==> config.mk <==
export PLATFORM = sky130hd
export DESIGN_NAME = reg_8bit
export DESIGN_NICKNAME = d
export VERILOG_FILES = /design/src/rtl/cpu_pkg.sv /design/src/rtl/reg_bit_cell.sv /design/src/rtl/reg_8bit.sv
export SDC_FILE = /design/constraint.sdc
export NUM_CORES = 1
export LEC_CHECK = 0
export CAP_MARGIN = 20
export CORE_AREA = 2 2 39 41
export CTS_CLUSTER_SIZE = 10
export DETAILED_ROUTE_END_ITERATION = 10
export DIE_AREA = 0 0 41 43
export HOLD_SLACK_MARGIN = 0.12
export PLACE_DENSITY_LB_ADDON = 0.05
export SLEW_MARGIN = 20
export SYNTH_ARGS = -nofsm -noshare
export SYNTH_HDL_FRONTEND = slang
export SYNTH_HIERARCHICAL = 1
export SYNTH_SLANG_ARGS = --single-unit
==> constraint.sdc <==
create_clock -name CLK -period 2.2 [get_ports CLK]
set_clock_uncertainty 0.1 [all_clocks]
set_input_delay 0.44 -clock CLK [delete_from_list [all_inputs] [get_ports CLK]]
set_output_delay 0.44 -clock CLK [all_outputs]
set_load 0.05 [all_outputs]
==> src/rtl/cpu_pkg.sv <==
// Shared datapath types and constants for the 8-bit mini CPU.
package cpu_pkg;

    localparam int unsigned DATA_W = 8;

    typedef logic [DATA_W-1:0] data_t;

    localparam data_t DATA_RESET = '0;

endpackage : cpu_pkg

==> src/rtl/reg_bit_cell.sv <==
// One-bit storage cell: load enable, async active-low clear to RESET_VALUE.
module reg_bit_cell #(
    parameter logic RESET_VALUE = 1'b0
) (
    input  logic clk,
    input  logic rst_n,
    input  logic en_i,
    input  logic d_i,
    output logic q_o
);

    logic q_q;
    logic q_d;

    // Next state: take d_i when enabled, otherwise hold.
    always_comb begin
        q_d = q_q;
        if (en_i) begin
            q_d = d_i;
        end
    end

    // State flop; clear is asynchronous and overrides any load.
    always_ff @(posedge clk or negedge rst_n) begin
        if (!rst_n) begin
            q_q <= RESET_VALUE;
        end else begin
            q_q <= q_d;
        end
    end

    assign q_o = q_q;

endmodule : reg_bit_cell

==> src/rtl/reg_8bit.sv <==
// General-purpose storage register built from reg_bit_cell instances.
// Optional macro REG_8BIT_PARITY_EN adds a registered even-parity output P.
module reg_8bit
    import cpu_pkg::*;
#(
    parameter int unsigned       WIDTH       = DATA_W,
    parameter logic [WIDTH-1:0]  RESET_VALUE = WIDTH'(DATA_RESET)
) (
    input  logic             CLK,
    input  logic             CLR,
    input  logic [WIDTH-1:0] D,
    input  logic             En,
    output logic [WIDTH-1:0] Q
`ifdef REG_8BIT_PARITY_EN
    ,
    output logic             P
`endif
);

    // One enable flop per data bit; all bits share En so loads are all-or-nothing.
    for (genvar i = 0; i < int'(WIDTH); i++) begin : g_bit
        reg_bit_cell #(
            .RESET_VALUE (RESET_VALUE[i])
        ) u_cell (
            .clk   (CLK),
            .rst_n (CLR),
            .en_i  (En),
            .d_i   (D[i]),
            .q_o   (Q[i])
        );
    end

`ifdef REG_8BIT_PARITY_EN
    logic parity_d_c;

    // Parity of the word being loaded, so P tracks Q with no extra cycle.
    always_comb begin
        parity_d_c = ^D;
    end

    reg_bit_cell #(
        .RESET_VALUE (1'b0)
    ) u_parity (
        .clk   (CLK),
        .rst_n (CLR),
        .en_i  (En),
        .d_i   (parity_d_c),
        .q_o   (P)
    );
`endif

endmodule : reg_8bit

# Word-level counts from Yosys, hierarchy flattened
# Index checks and enable logic that the tools add are counted.
[totals]
output_inout_bits = 8
word_cells = 8
input_bits = 11
register_bits = 8

# Longest topological paths before layout
# Gate-level depths: netlist of run 1.
[logic_depth]
ltp_word = 0
mapped_depth = 1
depth_no_buf = 1

# Modules after synthesis
# The synthesis of run 1 kept the hierarchy.
[modules_own_cells]
columns = ["mod", "seq_area_each_um2", "area_per_inst_um2", "n_inst", "cells_per_inst"]
rows = [
  ["reg_bit_cell", 25.0, 40.0, 8, 2],
]

# Least setup slack after synthesis of run 1
# No wires, ideal clock.
[synth_path]
path_type = "reg2out"
from = "register g_bit[0].u_cell.q_q"
to = "output port Q[0]"
arrival_ps = 600
path_stages_with_launch = 1
setup_slack_ps = 1060
required_ps = 1660
path_cell_list = "dfrtp_1"
[synth_lines]
columns = ["item", "line_no", "rtl"]
rows = [
  ["start, declared", "reg_bit_cell.sv:12", "logic q_q;"],
  ["start signal, assigned", "reg_bit_cell.sv:28", "q_q <= q_d;"],
  ["end, declared", "reg_8bit.sv:13", "output logic [WIDTH-1:0] Q"],
]
# No word-level cell between the ends.

# Worst setup path after layout of run 1
[layout_path]
from = "register g_bit[2].u_cell.q_q"
to = "output port Q[2]"
[layout_lines]
columns = ["item", "line_no"]
rows = [
  ["start, declared", "reg_bit_cell.sv:12"],
  ["start signal, assigned", "reg_bit_cell.sv:28"],
]
# No word-level cell between the ends.

==> results of run 1 <==
-- logic make-up (layout without fill, tap and decap cells) --
logic type / Yosys count / after routing
buf+inv: 0 / 21
flops: 8 / 8
mux: 8 / 8
-- layer usage --
metal  vias up  share of wire, %
met5         -                 0
met2        12                45
met4         0                 0
met1       104                45
met3         0                10
li1        100                 -
-- power groups by stage --
stage / sequential (mW) / combinational, mW / clock [mW]
floorplan: 0.225 / 0.0243 / 0
global placement: 0.172 / 0.133 / 0
detailed placement: 0.173 / 0.134 / 0
CTS: 0.170 / 0.134 / 0.116
global route: 0.172 / 0.138 / 0.126
finish: 0.170 / 0.133 / 0.108
-- through the flow --
stage | cells | area (um2) | setup WS [ps] | util (%)
after detailed placement | 50 | 520.5 | 383.6 | 37.61
after CTS | 53 | 543.0 | 236.5 | 39.24
after floorplan | 16 | 320.3 | 1060 | -
final | 53 | 543.0 | 261.9 | 39.24
after global placement | 50 | 520.5 | 413.5 | 37.61
after global routing | 53 | 543.0 | 200.5 | 39.24
-- worst paths after layout --
kind                                      from             endpoint  slack, ps
setup / recovery           g_bit[2].u_cell/q_o                 Q[2]        260
hold / removal                             CLR  g_bit[2].u_cell/q_o        380
setup reg to reg           g_bit[1].u_cell/q_o  g_bit[1].u_cell/q_o       1340
hold reg to reg            g_bit[4].u_cell/q_o  g_bit[4].u_cell/q_o        410
max in group asynchronous                  CLR  g_bit[4].u_cell/q_o       1350
min in group CLK           g_bit[4].u_cell/q_o  g_bit[4].u_cell/q_o        410
-- cells in the final DEF, fill, tap and decap left out --
cell type         n
clkbuf_4          3
clkdlybuf4s50_1  18
dfrtp_1           8
mux2_4            8
-- final cells by class --
| cell class | instances | area share, % |
|---|---|---|
| sequential | 8 | 36.87 |
| tap | 16 | 3.687 |
| clock buffer | 3 | 4.147 |
| timing repair buffer | 18 | 33.18 |
| multi-input combinational | 8 | 22.12 |
==> results.rst, run 1 <==
.. list-table::
   :header-rows: 1

   * - Metric
     - Value
   * - Vias per Instance
     - 4.075
   * - Period Utilization, post-route
     - 88.10%
   * - Share of layout cells above drive strength 1
     - 29.73%
   * - Post-Synthesis Cell Area
     - 320.3 um2
   * - Via count of the first global-routing pass
     - 235
   * - Max-capacitance violation count
     - 0
   * - TritonCTS clock tree
     - done
   * - Arrival time worst endpoint
     - 1400 ps
   * - Maximum fanout along the worst path
     - 2
   * - Maximum number of pins on one net before global-route repair
     - 9
   * - Tightest Hold Check Type
     - in -> async
   * - Drt first pass iters
     - 2
   * - Total of flip-flops plus latches after synthesis
     - 8
   * - Clock buffer count from CTS
     - 3
   * - Number of cell instances on the worst register-to-register path
     - 1
   * - Synth Warn #
     - 6
   * - Max Clock Freq
     - 516.0 MHz
   * - Effective utilization at floorplan
     - 23.15%
   * - Slowest stage cell on the critical path
     - clkdlybuf4s50_1
   * - Net switching power figure
     - 0.1246 mW
   * - Core Box Area
     - 0.001384 mm2
   * - Pwr per Cell Area
     - 755.6 mW/mm2
   * - Switching fraction of total power
     - 30.37%
   * - Initial antenna violation count
     - 0
   * - Deepest clock path buffer count
     - 2
   * - Routed vias
     - 216
   * - Number of I/O port buffers
     - 18
   * - Row count
     - 14
   * - CTS root buf
     - clkbuf_4
   * - Fill count
     - 138
   * - Clock transition at the register clock pins on the worst setup and hold paths after CTS
     - 50 ps
   * - Top Usage Layer GRT
     - met1
   * - Met1 track demand over resource in global routing
     - 11.00%
   * - Largest stage delay, worst path
     - 800 ps
   * - Fraction of registers with async set or reset after synthesis
     - 100.0%
   * - Drt initial violations
     - 3
   * - Adder-cell share of the synthesized area
     - 0%
   * - Layout-stage area growth over the synthesis result
     - 69.53%
   * - Sequential share of power
     - 41.4%
   * - CTS hold repair buffers
     - 0
   * - Leading cell types by count after synthesis
     - dfrtp_1, mux2_4
   * - Number of hold violations in the final report
     - 0
   * - Die height
     - 43 um
   * - ANT cells
     - 0
   * - GRT Resource Usage Total
     - 9.137%
   * - Period minus WS final
     - 1938 ps
   * - Wirelength per Cell
     - 11.85 um
   * - Area share of and/or/nand/nor cells after synthesis
     - 0%
   * - Met2 track demand over resource in global routing
     - 10.94%
   * - Met3 Track Usage GR
     - 8.377%
   * - Portion of synthesized cell area occupied by the leading cell type
     - 62.50%
   * - DRT Wirelength
     - 628 um
   * - Kind of end point of the critical path
     - primary output
   * - DRC errors left
     - 0
   * - Final Max Tran Viols
     - 0
   * - Post-synth cell types
     - 2
   * - Ranking of synthesized cells by area
     - dfrtp_1, mux2_4
   * - Number of flip-flops in the largest register
     - 8
   * - Register area
     - 200.2 um2
   * - Main combinational cell family by area after synthesis
     - multiplexers
   * - Total internal power
     - 0.2857 mW
   * - Final-layout setup total negative slack
     - 0 ps
   * - Hold_ws
     - 376.2 ps
   * - H-tree levels
     - 1
   * - Proportion of synthesized chip area in sequential cells
     - 62.50%
   * - Number of synthesized flops with an enable pin
     - 0
   * - Post-layout net count
     - 50
   * - Leakage component of the power
     - 0.2434 nW
   * - XOR/XNOR share of the synthesized area
     - 0%
   * - DIE WIDTH
     - 41 um
   * - Clock network power share
     - 26.2%
   * - Remaining global-route overflow
     - 0
   * - Total setup violations reported at the end of the flow
     - 0
   * - I/O pin count
     - 19
   * - Startpoint Class
     - flop
   * - Average cell area after synthesis
     - 20.02 um2
   * - Area of the multi-input gates
     - 120.1 um2
   * - Area enclosed by the die boundary
     - 0.001763 mm2
   * - Number of buffer and inverter stages on the critical path
     - 1
   * - Critical path data required time
     - 1660 ps
   * - Worst-Margin Slew
     - 503.6 ps
   * - Share of power burned in combinational logic
     - 32.4%
   * - Slew HR
     - 66.32%
   * - Share of cell area taken by muxes after synthesis
     - 37.50%
   * - Logic depth of the worst setup path including buffers
     - 1
   * - Area leader, netlist
     - dfrtp_1
   * - Wire length of the first global-routing pass
     - 966 um
   * - Number of nets still failing antenna checks after routing
     - 0
   * - Pwr Total
     - 0.4103 mW
   * - Main flop type after synthesis
     - dfrtp_1
   * - Num Clock Sinks
     - 8
   * - Worst voltage drop across the vdd grid
     - 0.0004225 V
   * - Post-CTS repair timing setup buffer count
     - 0
   * - PostCTS Resize Cnt
     - 0
   * - Number of instances in the synthesized netlist
     - 16
   * - Classification of the worst setup path
     - reg -> out
   * - Insertion delay to the later sink of the worst-skew pair
     - 250 ps
   * - RSZ-0062 raised after global routing
     - no
   * - CP cell instances
     - clkdlybuf4s50_1
   * - Routability congestion estimate from global placement
     - 0.5861
   * - Synthesized-area fraction occupied by ao, oa, aoi and oai cells
     - 0%
   * - Crit path max-delay family
     - buffers and inverters
   * - Outcome
     - completed
   * - Net Count, Synth
     - 27
No activity file was read; power rests on OpenSTA's default activity.
==> run 2, diff against run 1 <==
- CELL_PAD_IN_SITES_DETAIL_PLACEMENT: default -> 1
- CELL_PAD_IN_SITES_GLOBAL_PLACEMENT: default -> 2
- CORE_AREA: 2 2 39 41 -> default
- CORE_MARGIN: default -> 2
- CORE_UTILIZATION: default -> 23
- DIE_AREA: 0 0 41 43 -> default
- TNS_END_PERCENT: default -> 30
==> results.rst, run 2 (synthesis gave the netlist of run 1 again) <==
.. list-table::
   :header-rows: 1

   * - Metric
     - Value
   * - Number of cell instances on the worst register-to-register path
     - 1
   * - Initial antenna violation count
     - 0
   * - Arrival time worst endpoint
     - 1420 ps
   * - Insertion delay to the later sink of the worst-skew pair
     - 250 ps
   * - Max-capacitance violation count
     - 0
   * - Share of layout cells above drive strength 1
     - 33.33%
   * - Routability congestion estimate from global placement
     - 0.5723
   * - GRT Resource Usage Total
     - 11.32%
   * - Deepest clock path buffer count
     - 2
   * - Fill count
     - 138
   * - Drt initial violations
     - 1
   * - Remaining global-route overflow
     - 0
   * - Layout Cell Area excl Fill
     - 556.8 um2
   * - Crit path max-delay family
     - buffers and inverters
   * - Number of buffer and inverter stages on the critical path
     - 1
   * - H-tree levels
     - 1
   * - Pwr Total
     - 0.4171 mW
   * - Number of flip-flops in the largest register
     - 8
   * - Highest-count cells in the layout ignoring fill and taps
     - clkdlybuf4s50_1, mux2_4, dfrtp_1
   * - Slowest stage cell on the critical path
     - clkdlybuf4s50_1
   * - DIE WIDTH
     - 41.32 um
   * - Placement Setup Slack
     - 503.1 ps
   * - Final core utilization
     - 42.79%
   * - Met2 track demand over resource in global routing
     - 17.19%
   * - Clock transition at the register clock pins on the worst setup and hold paths after CTS
     - 50 ps
   * - Slew HR
     - 65.94%
   * - TritonCTS clock tree
     - done
   * - Largest stage delay, worst path
     - 810 ps
   * - Startpoint Class
     - flop
   * - Post-layout net count
     - 52
   * - Clock buffer count from CTS
     - 3
   * - Post-CTS repair timing setup buffer count
     - 0
   * - Met3 Track Usage GR
     - 4.787%
   * - Critical path data required time
     - 1660 ps
   * - Vias per Instance
     - 4.167
   * - Logic depth of the worst setup path including buffers
     - 1
   * - RSZ-0062 raised after global routing
     - no
   * - Number of hold violations in the final report
     - 0
   * - Row count
     - 13
   * - Max Clock Freq
     - 510.8 MHz
   * - Maximum fanout along the worst path
     - 2
   * - CP cell instances
     - clkdlybuf4s50_1
   * - Effective utilization at floorplan
     - 24.62%
   * - Hold_ws
     - 363.0 ps
   * - Drt first pass iters
     - 2
   * - Worst-Margin Slew
     - 509.2 ps
   * - Area enclosed by the die boundary
     - 0.001707 mm2
   * - Number of cells in the design after placement
     - 51
   * - Period Utilization, post-route
     - 88.99%
   * - Kind of end point of the critical path
     - primary output
   * - Via count of the first global-routing pass
     - 253
   * - DRC errors left
     - 0
   * - Total setup violations reported at the end of the flow
     - 0
   * - Commonest non-fill, non-tap cell in the layout
     - clkdlybuf4s50_1
   * - CTS hold repair buffers
     - 0
   * - Classification of the worst setup path
     - reg -> out
   * - Maximum number of pins on one net before global-route repair
     - 9
   * - Count of placed standard cells in the final layout, fillers left out
     - 54
   * - Layout-stage area growth over the synthesis result
     - 73.83%
   * - Final Max Tran Viols
     - 0
   * - Tightest Hold Check Type
     - in -> async
   * - Leakage component of the power
     - 0.2530 nW
   * - Wirelength per Cell
     - 13.20 um
   * - Die height
     - 41.32 um
   * - Post-layout worst setup margin
     - 242.3 ps
   * - Outcome
     - completed
   * - Core Box Area
     - 0.001301 mm2
   * - Routed vias
     - 225
   * - CTS root buf
     - clkbuf_4
   * - Wire length of the first global-routing pass
     - 1104 um
   * - ANT cells
     - 0
   * - Number of nets still failing antenna checks after routing
     - 0
   * - Met1 track demand over resource in global routing
     - 12.00%
   * - Number of I/O port buffers
     - 18
   * - Top Usage Layer GRT
     - met2
   * - I/O pin count
     - 19
   * - Final-layout setup total negative slack
     - 0 ps
   * - Cell area reported after detailed placement
     - 534.3 um2
   * - Pwr per Cell Area
     - 749.2 mW/mm2
   * - PostCTS Resize Cnt
     - 0
   * - Num Clock Sinks
     - 8
   * - Period minus WS final
     - 1958 ps
   * - DRT Wirelength
     - 713 um
   * - Worst voltage drop across the vdd grid
     - 0.0002779 V
-- run 2: metal layers --
layer / up-vias / wire length (um)
met5: - / 0
met4: 0 / 0
li1: 104 / -
met1: 112 / 299
met2: 9 / 376
met3: 0 / 38
-- run 2: where the power goes --
| part | total [mW] | switching (mW) | internal, mW | leakage (nW) |
|---|---|---|---|---|
| clock network | 0.110 | 0.0479 | 0.0623 | 0.0138 |
| registers | 0.170 | 0.00825 | 0.162 | 0.0935 |
| logic | 0.136 | 0.0730 | 0.0635 | 0.146 |
| total | 0.417 | 0.129 | 0.288 | 0.253 |
-- run 2: cell type report --
cell class	instances	area, um2	share of cell area, %
sequential	8	200.2	35.96
timing repair buffer	20	195.2	35.06
multi-input combinational	8	120.1	21.57
clock buffer	3	22.52	4.045
tap	15	18.77	3.371
-- run 2: final timing paths --
path | startpoint | slack [ps] | to
worst max-delay path | g_bit[1].u_cell/q_o | 240 | Q[1]
worst min-delay path | CLR | 360 | g_bit[7].u_cell/q_o
worst max register to register | g_bit[7].u_cell/q_o | 1330 | g_bit[7].u_cell/q_o
worst min register to register | g_bit[6].u_cell/q_o | 410 | g_bit[6].u_cell/q_o
max in group asynchronous | CLR | 1380 | g_bit[0].u_cell/q_o
min in group CLK | g_bit[6].u_cell/q_o | 410 | g_bit[6].u_cell/q_o
==> run 3, diff against run 2 <==
- HOLD_SLACK_MARGIN: 0.12 -> 0.1
==> results of run 3 <==
The final DEF is identical to that of run 2; final timing and power are the same.
